File: src/rtl/sync_fifo_param.sv
// rtl/sync_fifo_param.sv - parameterised synchronous FIFO with status and sticky error flags
module sync_fifo_param #(
  parameter int DEPTH      = 8,
  parameter int DATA_WIDTH = 4,
  parameter int AF_TH      = 6,
  parameter int AE_TH      = 2,
  parameter int FWFT       = 0
) (
  input  logic                       clk_i,
  input  logic                       rst_ni,
  input  logic                       wr_en_i,
  input  logic [DATA_WIDTH-1:0]      data_i,
  input  logic                       rd_en_i,
  input  logic                       clr_err_i,
  output logic [DATA_WIDTH-1:0]      data_o,
  output logic                       valid_o,
  output logic                       full_o,
  output logic                       empty_o,
  output logic                       almost_full_o,
  output logic                       almost_empty_o,
  output logic [$clog2(DEPTH+1)-1:0] count_o,
  output logic                       overflow_o,
  output logic                       underflow_o
);

  localparam int PTR_W = (DEPTH > 1) ? $clog2(DEPTH) : 1;
  localparam int CNT_W = $clog2(DEPTH + 1);

  // Pointers wrap explicitly at DEPTH-1 so non-power-of-two depths work.
  localparam logic [PTR_W-1:0] PTR_LAST = PTR_W'(DEPTH - 1);
  localparam logic [CNT_W-1:0] CNT_FULL = CNT_W'(DEPTH);
  localparam logic [CNT_W-1:0] CNT_AF   = CNT_W'(AF_TH);
  localparam logic [CNT_W-1:0] CNT_AE   = CNT_W'(AE_TH);

  logic [DATA_WIDTH-1:0] mem_q [DEPTH];
  logic [PTR_W-1:0]      wr_ptr_q;
  logic [PTR_W-1:0]      rd_ptr_q;
  logic [CNT_W-1:0]      count_q;
  logic                  overflow_q;
  logic                  underflow_q;

  logic wr_acc;
  logic rd_acc;

  // Accept decisions use the flags as they stand before the edge; a write
  // into an empty FIFO is never bypassed to the read side.
  assign wr_acc = wr_en_i & ~full_o;
  assign rd_acc = rd_en_i & ~empty_o;

  // Status flags come straight from the registered occupancy.
  assign count_o        = count_q;
  assign full_o         = (count_q == CNT_FULL);
  assign empty_o        = (count_q == '0);
  assign almost_full_o  = (count_q >= CNT_AF);
  assign almost_empty_o = (count_q <= CNT_AE);
  assign overflow_o     = overflow_q;
  assign underflow_o    = underflow_q;

  // Storage write; slots are deliberately left unreset and never cleared on read.
  always_ff @(posedge clk_i) begin
    if (wr_acc) begin
      mem_q[wr_ptr_q] <= data_i;
    end
  end

  // Write pointer advance with explicit wrap.
  always_ff @(posedge clk_i or negedge rst_ni) begin
    if (!rst_ni) begin
      wr_ptr_q <= '0;
    end else if (wr_acc) begin
      wr_ptr_q <= (wr_ptr_q == PTR_LAST) ? '0 : wr_ptr_q + PTR_W'(1);
    end
  end

  // Read pointer advance with explicit wrap.
  always_ff @(posedge clk_i or negedge rst_ni) begin
    if (!rst_ni) begin
      rd_ptr_q <= '0;
    end else if (rd_acc) begin
      rd_ptr_q <= (rd_ptr_q == PTR_LAST) ? '0 : rd_ptr_q + PTR_W'(1);
    end
  end

  // Occupancy: simultaneous accepted read and write cancel out.
  always_ff @(posedge clk_i or negedge rst_ni) begin
    if (!rst_ni) begin
      count_q <= '0;
    end else begin
      case ({wr_acc, rd_acc})
        2'b10:   count_q <= count_q + CNT_W'(1);
        2'b01:   count_q <= count_q - CNT_W'(1);
        default: count_q <= count_q;
      endcase
    end
  end

  // Sticky error flags; a new error in the clearing cycle keeps the flag set.
  always_ff @(posedge clk_i or negedge rst_ni) begin
    if (!rst_ni) begin
      overflow_q  <= 1'b0;
      underflow_q <= 1'b0;
    end else begin
      if (wr_en_i && full_o) begin
        overflow_q <= 1'b1;
      end else if (clr_err_i) begin
        overflow_q <= 1'b0;
      end
      if (rd_en_i && empty_o) begin
        underflow_q <= 1'b1;
      end else if (clr_err_i) begin
        underflow_q <= 1'b0;
      end
    end
  end

  if (FWFT == 0) begin : g_reg_read
    logic [DATA_WIDTH-1:0] data_q;
    logic                  valid_q;

    // Registered read: head is captured on an accepted read, held otherwise.
    always_ff @(posedge clk_i or negedge rst_ni) begin
      if (!rst_ni) begin
        data_q  <= '0;
        valid_q <= 1'b0;
      end else begin
        valid_q <= rd_acc;
        if (rd_acc) begin
          data_q <= mem_q[rd_ptr_q];
        end
      end
    end

    assign data_o  = data_q;
    assign valid_o = valid_q;
  end else begin : g_fwft_read
    // Head entry is presented whenever the FIFO holds data; zero otherwise
    // so that data_o reads 0 during reset.
    assign valid_o = ~empty_o;
    assign data_o  = valid_o ? mem_q[rd_ptr_q] : '0;
  end

endmodule
File: config.mk
export PLATFORM = sky130hd
export DESIGN_NAME = sync_fifo_param
export DESIGN_NICKNAME = d
export VERILOG_FILES = /design/src/rtl/sync_fifo_param.sv
export SDC_FILE = /design/constraint.sdc
export NUM_CORES = 1
export LEC_CHECK = 0
export ABC_AREA = 1
export BUFFER_PORTS_ARGS = -buffer_cell sky130_fd_sc_hd__buf_2
export CAP_MARGIN = 20
export CORE_MARGIN = 8
export CORE_UTILIZATION = 40
export DETAILED_ROUTE_END_ITERATION = 8
export PLACE_DENSITY_LB_ADDON = 0.05
export RECOVER_POWER = 50
export SLEW_MARGIN = 20
export SYNTH_ARGS = -nofsm -noshare
export SYNTH_HDL_FRONTEND = slang
export SYNTH_SLANG_ARGS = --single-unit
File: constraint.sdc
create_clock -name clk_i -period 2.6 [get_ports clk_i]
set_clock_uncertainty 0.15 [all_clocks]
set_input_delay 0.26 -clock clk_i [delete_from_list [all_inputs] [get_ports clk_i]]
set_output_delay 0.26 -clock clk_i [all_outputs]
set_load 0.01 [all_outputs]
==> impl_metrics.sql, run 1 <==
INSERT INTO impl_metrics (metric_group, metric, value, unit) VALUES
('timing', 'timing.final.setup_violations', '0', ''),
('layout', 'most_frequent_standard_cell_in_the_layout_excluding_fill_and_tap_cells', 'sky130_fd_sc_hd__nor2_1', ''),
('timing', 'final-max-slew-violation-count', '0', ''),
('floorplanning', 'design.portCount', '24', ''),
('critical_path', 'cp_data_arrival_time', '2.33', 'ns'),
('critical_path', 'reg2reg_depth', '12', ''),
('route', 'detailedRoute.firstPassIterationCount', '4', ''),
('yosys', 'summed_instance_area_of_the_synthesized_netlist', '2190', 'µm²'),
('floorplanning', 'die_area', '8110', 'µm²'),
('floorplanning', 'dieHeight', '90.0', 'µm'),
('placed_design', 'routabilityCongestion', '0.780', ''),
('clocking', 'cts.repair.resized', '0', ''),
('power', 'power_density', '1140', 'nW/µm²'),
('yosys', 'synth-seq-area-share', '63.2', '%'),
('yosys', 'synth-warning-count', '0', ''),
('hold_path', 'holdCritStartpoint', 'clr_err_i', ''),
('route', 'ant_nets', '0', ''),
('timing', 'post-route-worst-setup-slack', '0.290', 'ns'),
('route', 'finalWirelength', '4440', 'µm'),
('clocking', 'tritoncts', 'yes', ''),
('placed_design', 'pre_cts_slack', '0.362', 'ns'),
('clocking', 'numClockSinks', '49', ''),
('route', 'drc_violations_left', '0', ''),
('critical_path', 'timing.rr.end', 'count_o[2]', ''),
('critical_path', 'critPathKind', 'flip-flop to flip-flop', ''),
('hold_path', 'hold_path_depth', '2', ''),
('placed_design', 'io_buffer_count', '23', ''),
('layout', 'regArea', '1390', 'µm²'),
('layout', 'syn2layout_area_growth', '12.4', '%'),
('yosys', 'post_synth_inst_count', '211', ''),
('timing', 'setup-tns-final', '0', 'ns'),
('grt', 'grt_usage', '11.7', '%'),
('timing', 'achievable-frequency', '0.433', 'GHz'),
('critical_path', 'worstSetupEndpointType', 'flip-flop', ''),
('grt', 'grt_start_max_net_pins', '19', ''),
('layout', 'layout.nets', '253', ''),
('clocking', 'hold_buffers', '1', ''),
('layout', 'num_antenna_cells', '0', ''),
('layout', 'final_cell_mix', 'sky130_fd_sc_hd__nor2_1 (49), sky130_fd_sc_hd__edfxtp_1 (32), sky130_fd_sc_hd__nand2_1 (28)', ''),
('grt', 'grt_antenna_before_repair', '0', ''),
('yosys', 'synthesized_netlist_net_count', '227', ''),
('clocking', 'cts-root-buf', 'sky130_fd_sc_hd__clkbuf_8', ''),
('timing', 'setup_repair_after_global_routing_missed_its_margin', 'false', ''),
('run', 'cap_viol_max_count', '0', ''),
('route', 'avgViaCountPerCell', '4.78', ''),
('floorplanning', 'core.rowCount', '27', ''),
('timing', 'finalHoldViolCount', '0', ''),
('critical_path', 'worstPathMaxFanout', '14', ''),
('hold_path', 'hold_class', 'input pin to flip-flop', ''),
('yosys', 'synth_area_per_cell', '10.4', 'µm²'),
('grt', 'grt_first_pass_wirelength', '7720', 'µm'),
('critical_path', 'cp-start-kind', 'flip-flop', ''),
('floorplanning', 'starting_density_of_the_core', '40.6', '%'),
('clocking', 'cts_made_buffers', '5', ''),
('grt', 'number_of_global_route_vias_before_repair', '1585', ''),
('layout', 'fill_cells', '528', ''),
('clocking', 'cts_max_level', '2', ''),
('route', 'route.vias.total', '1483', ''),
('critical_path', 'worst_path_required', '2.62', 'ns'),
('timing', 'finalWorstPathRequiredPeriod', '2.31', 'ns'),
('layout', 'final_util', '45.6', '%'),
('timing', 'timing.final.crit_share', '88.9', '%'),
('power', 'power.total', '2.81', 'mW'),
('critical_path', 'beginning_of_the_worst_register_to_register_path', 'count_o[3]', ''),
('timing', 'max_slew_margin', '37.3', '%'),
('hold_path', 'timing.hold.worst_endpoint', 'overflow_o', ''),
('clocking', 'insertion_delay', '0.30', 'ns'),
('layout', 'area_used_by_multi_input_combinational_logic', '682', 'µm²'),
('critical_path', 'register_to_register_setup_slack', '0.29', 'ns'),
('placed_design', 'dp_hpwl', '3270', 'µm'),
('timing', 'max_slew.worst_pin.slew', '0.940', 'ns'),
('layout', 'post_route_cells_drive_above_1_share', '12.6', '%'),
('power', 'static-leakage-power', '1.03', 'nW'),
('floorplanning', 'floorplan.die.width', '90.0', 'µm'),
('route', 'initialDrtViolationCount', '142', ''),
('floorplanning', 'core_outline_area', '5410', 'µm²'),
('route', 'wl_per_cell', '14.3', 'µm'),
('grt', 'gr-total-overflow', '0', ''),
('power', 'peakVddDrop', '0.489', 'mV'),
('clocking', 'clk_pin_slew', '0.09', 'ns'),
('clocking', 'clock_path_buffers', '2', ''),
('clocking', 'postCtsSetupBuffers', '0', ''),
('yosys', 'synth.ff_latch_count', '49', ''),
('outcome', 'outcome', 'finished, final reports clean', ''),
('yosys', 'synthDistinctLibCells', '23', '');
final cells by class:
cell class                 count  share of cell area [%]
clock buffer                   6                    3.35
inverter                      20                    3.05
timing repair buffer          24                    4.52
multi-input combinational    137                    27.7
tap                           72                    3.65
clock inverter                 2                    1.52
sequential                    49                    56.2
kinds of logic after synthesis:
group	Yosys count	share of synthesized area [%]
and+or+nand+nor	100	19.7
DFF	49	63.2
AOI/OAI and AO/OA	27	6.34
buffers and inverters	25	5.54
adders and majority gates	7	4.00
xor gates and xnor gates	3	1.20
layer usage:
| layer | global-route usage, % | share of wire, % |
|---|---|---|
| met3 | 3.16 | 3.2 |
| met1 | 15.2 | 48 |
| met5 | 0 | 0 |
| met4 | 3.61 | 1.2 |
| met2 | 18.6 | 48 |
critical path, stage by stage (launching register included):
cell and delay [ns]:
sky130_fd_sc_hd__dfrtp_1 0.47, sky130_fd_sc_hd__nor2_1 0.12, sky130_fd_sc_hd__nand2_2 0.10, sky130_fd_sc_hd__inv_2 0.05, sky130_fd_sc_hd__nor2_4 0.27, sky130_fd_sc_hd__ha_1 0.28, sky130_fd_sc_hd__nand2_1 0.07, sky130_fd_sc_hd__inv_1 0.07
sky130_fd_sc_hd__nor2_1 0.05, sky130_fd_sc_hd__ha_1 0.17, sky130_fd_sc_hd__a21oi_1 0.14, sky130_fd_sc_hd__xor2_1 0.15, sky130_fd_sc_hd__o21ai_0 0.09
power breakdown:
group          switching [mW]  total (mW)  internal [mW]
Clock                   0.249       0.562          0.313
Combinational           0.645        1.02          0.371
Sequential              0.199        1.23           1.03
Total                    1.09        2.81           1.72
sequential cells by signal (all words and copies together), names as in the netlist:
| signal | cells |
|---|---|
| count_o | 4 |
| data_o | 4 |
| mem_q | 32 |
| overflow_o | 1 |
| rd_ptr_q | 3 |
| underflow_o | 1 |
| valid_o | 1 |
| wr_ptr_q | 3 |
how the worst max path moves through the flow:
stage	end	slack, ns	startpoint	cells past startpoint
after detailed placement	count_o[2]	0.36	count_o[1]	12
after global placement	count_o[2]	0.44	count_o[1]	12
after global routing	count_o[2]	0.12	count_o[3]	12
final	count_o[2]	0.29	count_o[3]	12
after CTS	count_o[2]	0.30	count_o[1]	12
after floorplan	count_o[2]	0.48	count_o[3]	12
per-stage QoR:
stage	area (µm²)	hold WS [ns]	instances
after global routing	2460	0.0176	310
after global placement	2350	0.0476	301
after detailed placement	2350	0.0629	301
after CTS	2480	0.00399	310
after floorplan	2190	-0.186	211
final	2460	0.0184	310
cell usage after synthesis, drive strengths merged:
| cell type | n | area (µm²) |
|---|---|---|
| o21ai | 22 | 110 |
| ha | 7 | 87.6 |
| nand3 | 19 | 105 |
| a21oi | 3 | 15.0 |
| o21a | 1 | 7.51 |
| xnor2 | 2 | 17.5 |
| edfxtp | 32 | 961 |
| xor2 | 1 | 8.76 |
| o22ai | 1 | 6.26 |
| nor2 | 51 | 204 |
| dfrtp | 17 | 425 |
| nand2 | 30 | 123 |
| buf | 5 | 46.3 |
| inv | 20 | 75.1 |
(Power assumes the default switching activity.)
==> run 2, diff against run 1 <==
--- a/config.mk
+++ b/config.mk
@@ -5,7 +5,7 @@
 export SDC_FILE = /design/constraint.sdc
 export NUM_CORES = 1
 export LEC_CHECK = 0
-export ABC_AREA = 1
+export ABC_AREA = 0
 export BUFFER_PORTS_ARGS = -buffer_cell sky130_fd_sc_hd__buf_2
 export CAP_MARGIN = 20
 export CORE_MARGIN = 8
==> impl_metrics.sql, run 2 <==
INSERT INTO impl_metrics (metric_group, metric, value, unit) VALUES
('outcome', 'outcome', 'finished, final reports clean', ''),
('critical_path', 'worst_path_required', '2.63', 'ns'),
('route', 'finalWirelength', '3860', 'µm'),
('layout', 'regArea', '1390', 'µm²'),
('yosys', 'synth_edf_count', '32', ''),
('critical_path', 'crit_path_cell_trace', 'nor4_4 > nand2b_4 > inv_1 > ha_2 > xor2_1 > ha_1 > a21oi_2 > xor2_1 > nor2_1 > xor2_1', ''),
('power', 'power_density', '1070', 'nW/µm²'),
('timing', 'final-max-slew-violation-count', '0', ''),
('layout', 'area_used_by_multi_input_combinational_logic', '738', 'µm²'),
('hold_path', 'hold_path_depth', '3', ''),
('route', 'initialDrtViolationCount', '53', ''),
('yosys', 'post_synth_inst_count', '142', ''),
('route', 'detailedRoute.firstPassIterationCount', '4', ''),
('timing', 'max_slew_margin', '36.6', '%'),
('hold_path', 'holdCritStartpoint', 'rd_en_i', ''),
('power', 'static-leakage-power', '0.959', 'nW'),
('timing', 'max_slew.worst_pin.slew', '0.951', 'ns'),
('timing', 'achievable-frequency', '0.414', 'GHz'),
('critical_path', 'cp-start-kind', 'flip-flop', ''),
('yosys', 'yosysMostFrequentCell', 'sky130_fd_sc_hd__edfxtp_1', ''),
('clocking', 'cts_made_buffers', '5', ''),
('critical_path', 'beginning_of_the_worst_register_to_register_path', 'count_o[3]', ''),
('power', 'peakVddDrop', '0.473', 'mV'),
('floorplanning', 'design.portCount', '24', ''),
('clocking', 'clock_path_buffers', '2', ''),
('yosys', 'summed_instance_area_of_the_synthesized_netlist', '2190', 'µm²'),
('layout', 'syn2layout_area_growth', '14.2', '%'),
('grt', 'grt_usage', '10.3', '%'),
('route', 'route.vias.total', '1178', ''),
('route', 'avgViaCountPerCell', '4.75', ''),
('route', 'wl_per_cell', '15.6', 'µm'),
('floorplanning', 'core_outline_area', '5410', 'µm²'),
('timing', 'setup_repair_after_global_routing_missed_its_margin', 'false', ''),
('placed_design', 'dp_hpwl', '2940', 'µm'),
('grt', 'gr-total-overflow', '0', ''),
('clocking', 'cts-root-buf', 'sky130_fd_sc_hd__clkbuf_8', ''),
('placed_design', 'io_buffer_count', '23', ''),
('clocking', 'postCtsSetupBuffers', '0', ''),
('timing', 'setup-tns-final', '0', 'ns'),
('yosys', 'synth_area_per_cell', '15.4', 'µm²'),
('critical_path', 'most_frequent_cp_cell', 'sky130_fd_sc_hd__xor2_1', ''),
('route', 'ant_nets', '0', ''),
('yosys', 'synth_largest_area_cell', 'sky130_fd_sc_hd__edfxtp_1', ''),
('layout', 'layout.nets', '191', ''),
('yosys', 'synth-warning-count', '0', ''),
('route', 'drc_violations_left', '0', ''),
('yosys', 'synth_ff_type', 'sky130_fd_sc_hd__edfxtp_1', ''),
('hold_path', 'hold_class', 'input pin to flip-flop', ''),
('floorplanning', 'die_area', '8110', 'µm²'),
('yosys', 'synth.area.top_cells', 'sky130_fd_sc_hd__edfxtp_1 (44%), sky130_fd_sc_hd__dfrtp_1 (19%), sky130_fd_sc_hd__mux2i_1 (7.8%), sky130_fd_sc_hd__mux4_2 (4.1%), sky130_fd_sc_hd__ha_1 (4.0%)', ''),
('layout', 'most_frequent_standard_cell_in_the_layout_excluding_fill_and_tap_cells', 'sky130_fd_sc_hd__edfxtp_1', ''),
('critical_path', 'timing.rr.end', 'count_o[2]', ''),
('yosys', 'synth.ff_latch_count', '49', ''),
('layout', 'fill_cells', '514', ''),
('yosys', 'synth-seq-area-share', '63.2', '%'),
('clocking', 'clk_pin_slew', '0.09', 'ns'),
('layout', 'registers.top_by_ff_count', 'mem_q', ''),
('layout', 'largest_register_ffs', '32', ''),
('yosys', 'synthDistinctLibCells', '31', ''),
('clocking', 'numClockSinks', '49', ''),
('timing', 'timing.final.crit_share', '93.0', '%'),
('floorplanning', 'floorplan.die.width', '90.0', 'µm'),
('floorplanning', 'starting_density_of_the_core', '40.6', '%'),
('clocking', 'cts_max_level', '2', ''),
('critical_path', 'cp_slowest_cell', 'sky130_fd_sc_hd__dfrtp_1', ''),
('grt', 'number_of_global_route_vias_before_repair', '1265', ''),
('clocking', 'insertion_delay', '0.30', 'ns'),
('layout', 'post_route_cells_drive_above_1_share', '26.1', '%'),
('layout', 'final_cell_mix', 'sky130_fd_sc_hd__edfxtp_1 (32), sky130_fd_sc_hd__mux2i_1 (17), sky130_fd_sc_hd__dfrtp_1 (16)', ''),
('layout', 'final_standard_cell_area_without_fillers', '2500', 'µm²'),
('grt', 'grt_start_max_net_pins', '20', ''),
('yosys', 'ys_async_sr_fraction', '34.7', '%'),
('hold_path', 'timing.hold.worst_endpoint', 'underflow_o', ''),
('placed_design', 'post_detailed_placement_cell_area', '2410', 'µm²'),
('layout', 'num_antenna_cells', '0', ''),
('critical_path', 'crit_path_max_incr_delay', '0.48', 'ns'),
('yosys', 'synthesized_netlist_net_count', '158', ''),
('grt', 'grt_antenna_before_repair', '0', ''),
('critical_path', 'register_to_register_setup_slack', '0.18', 'ns'),
('critical_path', 'worstSetupEndpointType', 'flip-flop', ''),
('critical_path', 'worstPathMaxFanout', '6', ''),
('timing', 'timing.final.setup_violations', '0', ''),
('clocking', 'tritoncts', 'yes', ''),
('grt', 'grt_first_pass_wirelength', '6590', 'µm'),
('timing', 'finalWorstPathRequiredPeriod', '2.42', 'ns'),
('critical_path', 'reg2reg_depth', '10', ''),
('floorplanning', 'core.rowCount', '27', ''),
('run', 'cap_viol_max_count', '0', ''),
('yosys', 'post-synth-top-area-fraction', '43.8', '%'),
('placed_design', 'routabilityCongestion', '0.762', ''),
('critical_path', 'buf_inv_stages_crit_path', '1', ''),
('critical_path', 'critPathTopFamily', 'simple AND/OR/NAND/NOR gates', ''),
('yosys', 'synth_common_cells', 'sky130_fd_sc_hd__edfxtp_1 (32), sky130_fd_sc_hd__dfrtp_1 (17), sky130_fd_sc_hd__mux2i_1 (17), sky130_fd_sc_hd__nand2_1 (9)', ''),
('critical_path', 'cp_data_arrival_time', '2.45', 'ns'),
('critical_path', 'critPathKind', 'flip-flop to flip-flop', ''),
('floorplanning', 'dieHeight', '90.0', 'µm'),
('timing', 'finalHoldViolCount', '0', '');
run 2: what timing repair did:
item                                    in CTS  in global routing
hold buffers                                 1                  1
endpoints found under the hold margin       17                  1
resized for setup                            0                  1
endpoints found under the setup margin       0                  1
run 2: tightest hold or removal path, stage by stage:
cell	delay [ns]
sky130_fd_sc_hd__buf_2	0.11
sky130_fd_sc_hd__nand2_1	0.05
sky130_fd_sc_hd__o21ai_0	0.06
run 2: how the worst max path moves through the flow:
stage                     from  slack (ns)    endpoint  cells past startpoint
floorplan           count_o[0]        0.02  count_o[2]                     12
detailed placement  count_o[2]        0.17  count_o[2]                      9
finish              count_o[3]        0.18  count_o[2]                     10
CTS                 count_o[2]        0.12  count_o[2]                      9
global placement    count_o[3]        0.28  count_o[2]                     10
global route        count_o[3]        0.03  count_o[2]                     10
run 2: area by class of cell:
class	instances	share of cell area, %
clock buffers	6	2.90
clock inverters	2	0.600
inverters	3	0.450
multi-input cells	82	29.5
flip-flops and latches	49	55.4
well taps	72	3.60
repair buffers	34	7.50
run 2: metrics by stage:
| step | worst slack (ns) | cells | hold slack (ns) | total power [mW] | util [%] |
|---|---|---|---|---|---|
| global route | 0.0253 | 248 | 0.0668 | 2.88 | 46.3 |
| detailed placement | 0.168 | 238 | 0.0651 | 2.29 | 44.6 |
| global placement | 0.275 | 238 | 0.0535 | 2.25 | 44.6 |
| finish | 0.182 | 248 | 0.0680 | 2.67 | 46.3 |
| CTS | 0.124 | 247 | 0.00367 | 2.73 | 46.4 |
| floorplan | 0.0174 | 142 | -0.186 | 2.02 | - |
run 2: power by group:
group / total, mW / switching [mW] / internal (mW)
Sequential: 1.24 / 0.202 / 1.03
Combinational: 1.00 / 0.497 / 0.506
Clock: 0.436 / 0.247 / 0.190
run 2: logic make-up (layout without fill, tap and decap cells):
| logic type | Yosys count | after routing | synth area share [%] |
|---|---|---|---|
| xor+xnor | 5 | 5 | 2.00 |
| flops | 49 | 49 | 63.2 |
| buf+inv | 11 | 45 | 3.60 |
| mux | 25 | 25 | 13.9 |
| compound gates | 14 | 14 | 4.51 |
| simple gates | 31 | 31 | 8.73 |
| fa+ha+maj | 7 | 7 | 4.00 |
run 2: routing by layer:
| metal | wire length, µm | global-route usage (%) |
|---|---|---|
| met1 | 1900 | 13.5 |
| met2 | 1720 | 14.9 |
| met3 | 193 | 4.32 |
| met4 | 48 | 3.33 |
| met5 | 0 | 0 |
==> run 3, diff against run 2 <==
--- a/config.mk
+++ b/config.mk
@@ -6,13 +6,14 @@
 export NUM_CORES = 1
 export LEC_CHECK = 0
 export ABC_AREA = 0
-export BUFFER_PORTS_ARGS = -buffer_cell sky130_fd_sc_hd__buf_2
 export CAP_MARGIN = 20
 export CORE_MARGIN = 8
 export CORE_UTILIZATION = 40
 export DETAILED_ROUTE_END_ITERATION = 8
+export DONT_BUFFER_PORTS = 1
 export PLACE_DENSITY_LB_ADDON = 0.05
 export RECOVER_POWER = 50
+export REMOVE_ABC_BUFFERS = 1
 export SLEW_MARGIN = 20
 export SYNTH_ARGS = -nofsm -noshare
 export SYNTH_HDL_FRONTEND = slang
==> impl_metrics.sql, run 3 (synthesized netlist as in run 2, its figures left out) <==
INSERT INTO impl_metrics (metric_group, metric, value, unit) VALUES
('outcome', 'outcome', 'finished, final reports clean', ''),
('floorplanning', 'starting_density_of_the_core', '40.6', '%'),
('grt', 'grt_start_max_net_pins', '20', ''),
('timing', 'setup_repair_after_global_routing_missed_its_margin', 'false', ''),
('critical_path', 'beginning_of_the_worst_register_to_register_path', 'count_o[1]', ''),
('layout', 'layout.nets', '178', ''),
('hold_path', 'hold_class', 'input pin to flip-flop', ''),
('timing', 'timing.final.setup_violations', '0', ''),
('hold_path', 'hold_path_depth', '3', ''),
('route', 'finalWirelength', '4020', 'µm'),
('clocking', 'clock_path_buffers', '2', ''),
('critical_path', 'worst_path_required', '2.62', 'ns'),
('route', 'avgViaCountPerCell', '4.95', ''),
('critical_path', 'cp-start-kind', 'flip-flop', ''),
('placed_design', 'dp_hpwl', '2870', 'µm'),
('critical_path', 'timing.rr.end', 'count_o[2]', ''),
('route', 'initialDrtViolationCount', '52', ''),
('layout', 'post_route_cells_drive_above_1_share', '22.7', '%'),
('timing', 'achievable-frequency', '0.416', 'GHz'),
('clocking', 'cts_made_buffers', '5', ''),
('critical_path', 'register_to_register_setup_slack', '0.20', 'ns'),
('timing', 'final.hold.worst_slack', '0.214', 'ns'),
('grt', 'grt_first_pass_wirelength', '6600', 'µm'),
('timing', 'post-route-worst-setup-slack', '0.197', 'ns'),
('critical_path', 'cp_data_arrival_time', '2.43', 'ns'),
('run', 'cap_viol_max_count', '0', ''),
('layout', 'most_frequent_standard_cell_in_the_layout_excluding_fill_and_tap_cells', 'sky130_fd_sc_hd__edfxtp_1', ''),
('placed_design', 'pre_cts_slack', '0.172', 'ns'),
('critical_path', 'worstSetupEndpointType', 'flip-flop', ''),
('timing', 'max_slew.worst_pin.slew', '0.795', 'ns'),
('power', 'static-leakage-power', '0.953', 'nW'),
('grt', 'grt_antenna_before_repair', '0', ''),
('route', 'ant_nets', '0', ''),
('floorplanning', 'dieHeight', '90.0', 'µm'),
('timing', 'finalWorstPathRequiredPeriod', '2.40', 'ns'),
('critical_path', 'reg2reg_depth', '10', ''),
('power', 'power_density', '1070', 'nW/µm²'),
('clocking', 'cts_max_level', '2', ''),
('clocking', 'cts-root-buf', 'sky130_fd_sc_hd__clkbuf_8', ''),
('critical_path', 'critPathKind', 'flip-flop to flip-flop', ''),
('layout', 'final_standard_cell_area_without_fillers', '2480', 'µm²'),
('timing', 'final-max-slew-violation-count', '0', ''),
('layout', 'registers.top_by_ff_count', 'mem_q', ''),
('layout', 'largest_register_ffs', '32', ''),
('grt', 'gr-total-overflow', '0', ''),
('grt', 'number_of_global_route_vias_before_repair', '1190', ''),
('clocking', 'insertion_delay', '0.30', 'ns'),
('clocking', 'clk_pin_slew', '0.08', 'ns'),
('hold_path', 'timing.hold.worst_endpoint', 'wr_ptr_q[0]', ''),
('floorplanning', 'die_area', '8110', 'µm²'),
('timing', 'finalHoldViolCount', '0', ''),
('route', 'route.vias.total', '1163', ''),
('floorplanning', 'core.rowCount', '27', ''),
('floorplanning', 'core_outline_area', '5410', 'µm²'),
('clocking', 'numClockSinks', '49', ''),
('floorplanning', 'design.portCount', '24', ''),
('floorplanning', 'floorplan.die.width', '90.0', 'µm'),
('timing', 'max_slew_margin', '46.8', '%'),
('critical_path', 'worstPathMaxFanout', '5', ''),
('route', 'wl_per_cell', '17.1', 'µm'),
('clocking', 'tritoncts', 'yes', ''),
('timing', 'timing.final.crit_share', '92.4', '%'),
('placed_design', 'post_detailed_placement_cell_area', '2310', 'µm²'),
('power', 'peakVddDrop', '0.395', 'mV'),
('placed_design', 'routabilityCongestion', '0.712', ''),
('placed_design', 'io_buffer_count', '0', ''),
('hold_path', 'holdCritStartpoint', 'wr_en_i', ''),
('layout', 'num_antenna_cells', '0', ''),
('route', 'drc_violations_left', '0', ''),
('layout', 'final_cell_mix', 'sky130_fd_sc_hd__edfxtp_1 (32), sky130_fd_sc_hd__mux2i_1 (17), sky130_fd_sc_hd__dfrtp_1 (16)', ''),
('route', 'detailedRoute.firstPassIterationCount', '4', ''),
('timing', 'setup-tns-final', '0', 'ns'),
('layout', 'syn2layout_area_growth', '13.1', '%'),
('grt', 'grt_usage', '10.4', '%');
-- run 3: changes by cell type in the layout (fill, tap and decap cells not counted), sizes merged --
| cell | change |
|---|---|
| inv | +1 |
| clkbuf | -12 |
| clkinv | +1 |
| clkinvlp | -2 |
| buf | -7 |
| dlygate4sd3 | +6 |
-- run 3: routing by layer --
layer  GRT usage (%)  routed length, µm  vias up
met1            13.1               1880      581
met5               0                  0        -
met2            16.6               1980       13
li1                -                  -      567
met3            3.08                136        2
met4            3.33                 27        0
-- run 3: critical path: stages (launching register included) --
cell and delay [ns]:
sky130_fd_sc_hd__dfrtp_1 0.51, sky130_fd_sc_hd__nor4_4 0.26, sky130_fd_sc_hd__nand2b_2 0.16, sky130_fd_sc_hd__inv_1 0.08, sky130_fd_sc_hd__ha_1 0.25, sky130_fd_sc_hd__xor2_1 0.18, sky130_fd_sc_hd__ha_1 0.18, sky130_fd_sc_hd__a21oi_1 0.15
sky130_fd_sc_hd__xor2_1 0.16, sky130_fd_sc_hd__nor2_1 0.07, sky130_fd_sc_hd__xor2_1 0.15
-- run 3: stage by stage --
stage / utilization [%] / cells / power [mW]
2_1_floorplan: - / 134 / 1.91
3_3_place_gp: 42.8 / 219 / 2.19
3_5_place_dp: 42.8 / 219 / 2.22
4_1_cts: 45.9 / 235 / 2.69
5_1_grt: 45.9 / 235 / 2.84
6_report: 45.9 / 235 / 2.64
-- run 3: timing repair --
item / in CTS / in global routing
hold buffers: 8 / 0
setup endpoints to repair: 0 / 1
hold endpoints to repair: 52 / 0
buffers inserted: 0 / 0
resized for setup: 0 / 1
-- run 3: cell type report --
cell class / instances / area, µm²
repair buffers: 21 / 178
clock inverters: 2 / 13.8
flip-flops and latches: 49 / 1390
well taps: 72 / 90.1
fillers: 498 / 2930
multi-input cells: 82 / 727
inverters: 3 / 11.3
clock buffers: 6 / 72.6
-- run 3: power breakdown --
part | switching (mW) | internal, mW
combinational | 0.465 | 0.481
clock | 0.244 | 0.192
sequential | 0.226 | 1.03
-- run 3: how the worst max path moves through the flow --
stage | slack [ns] | cells after the start | to | startpoint
2_1_floorplan | -0.08 | 10 | count_o[2] | count_o[2]
3_3_place_gp | 0.26 | 10 | count_o[2] | count_o[2]
3_5_place_dp | 0.17 | 10 | count_o[2] | count_o[2]
4_1_cts | 0.15 | 10 | count_o[2] | count_o[2]
5_1_grt | 0.05 | 10 | count_o[2] | count_o[1]
6_report | 0.20 | 10 | count_o[2] | count_o[1]
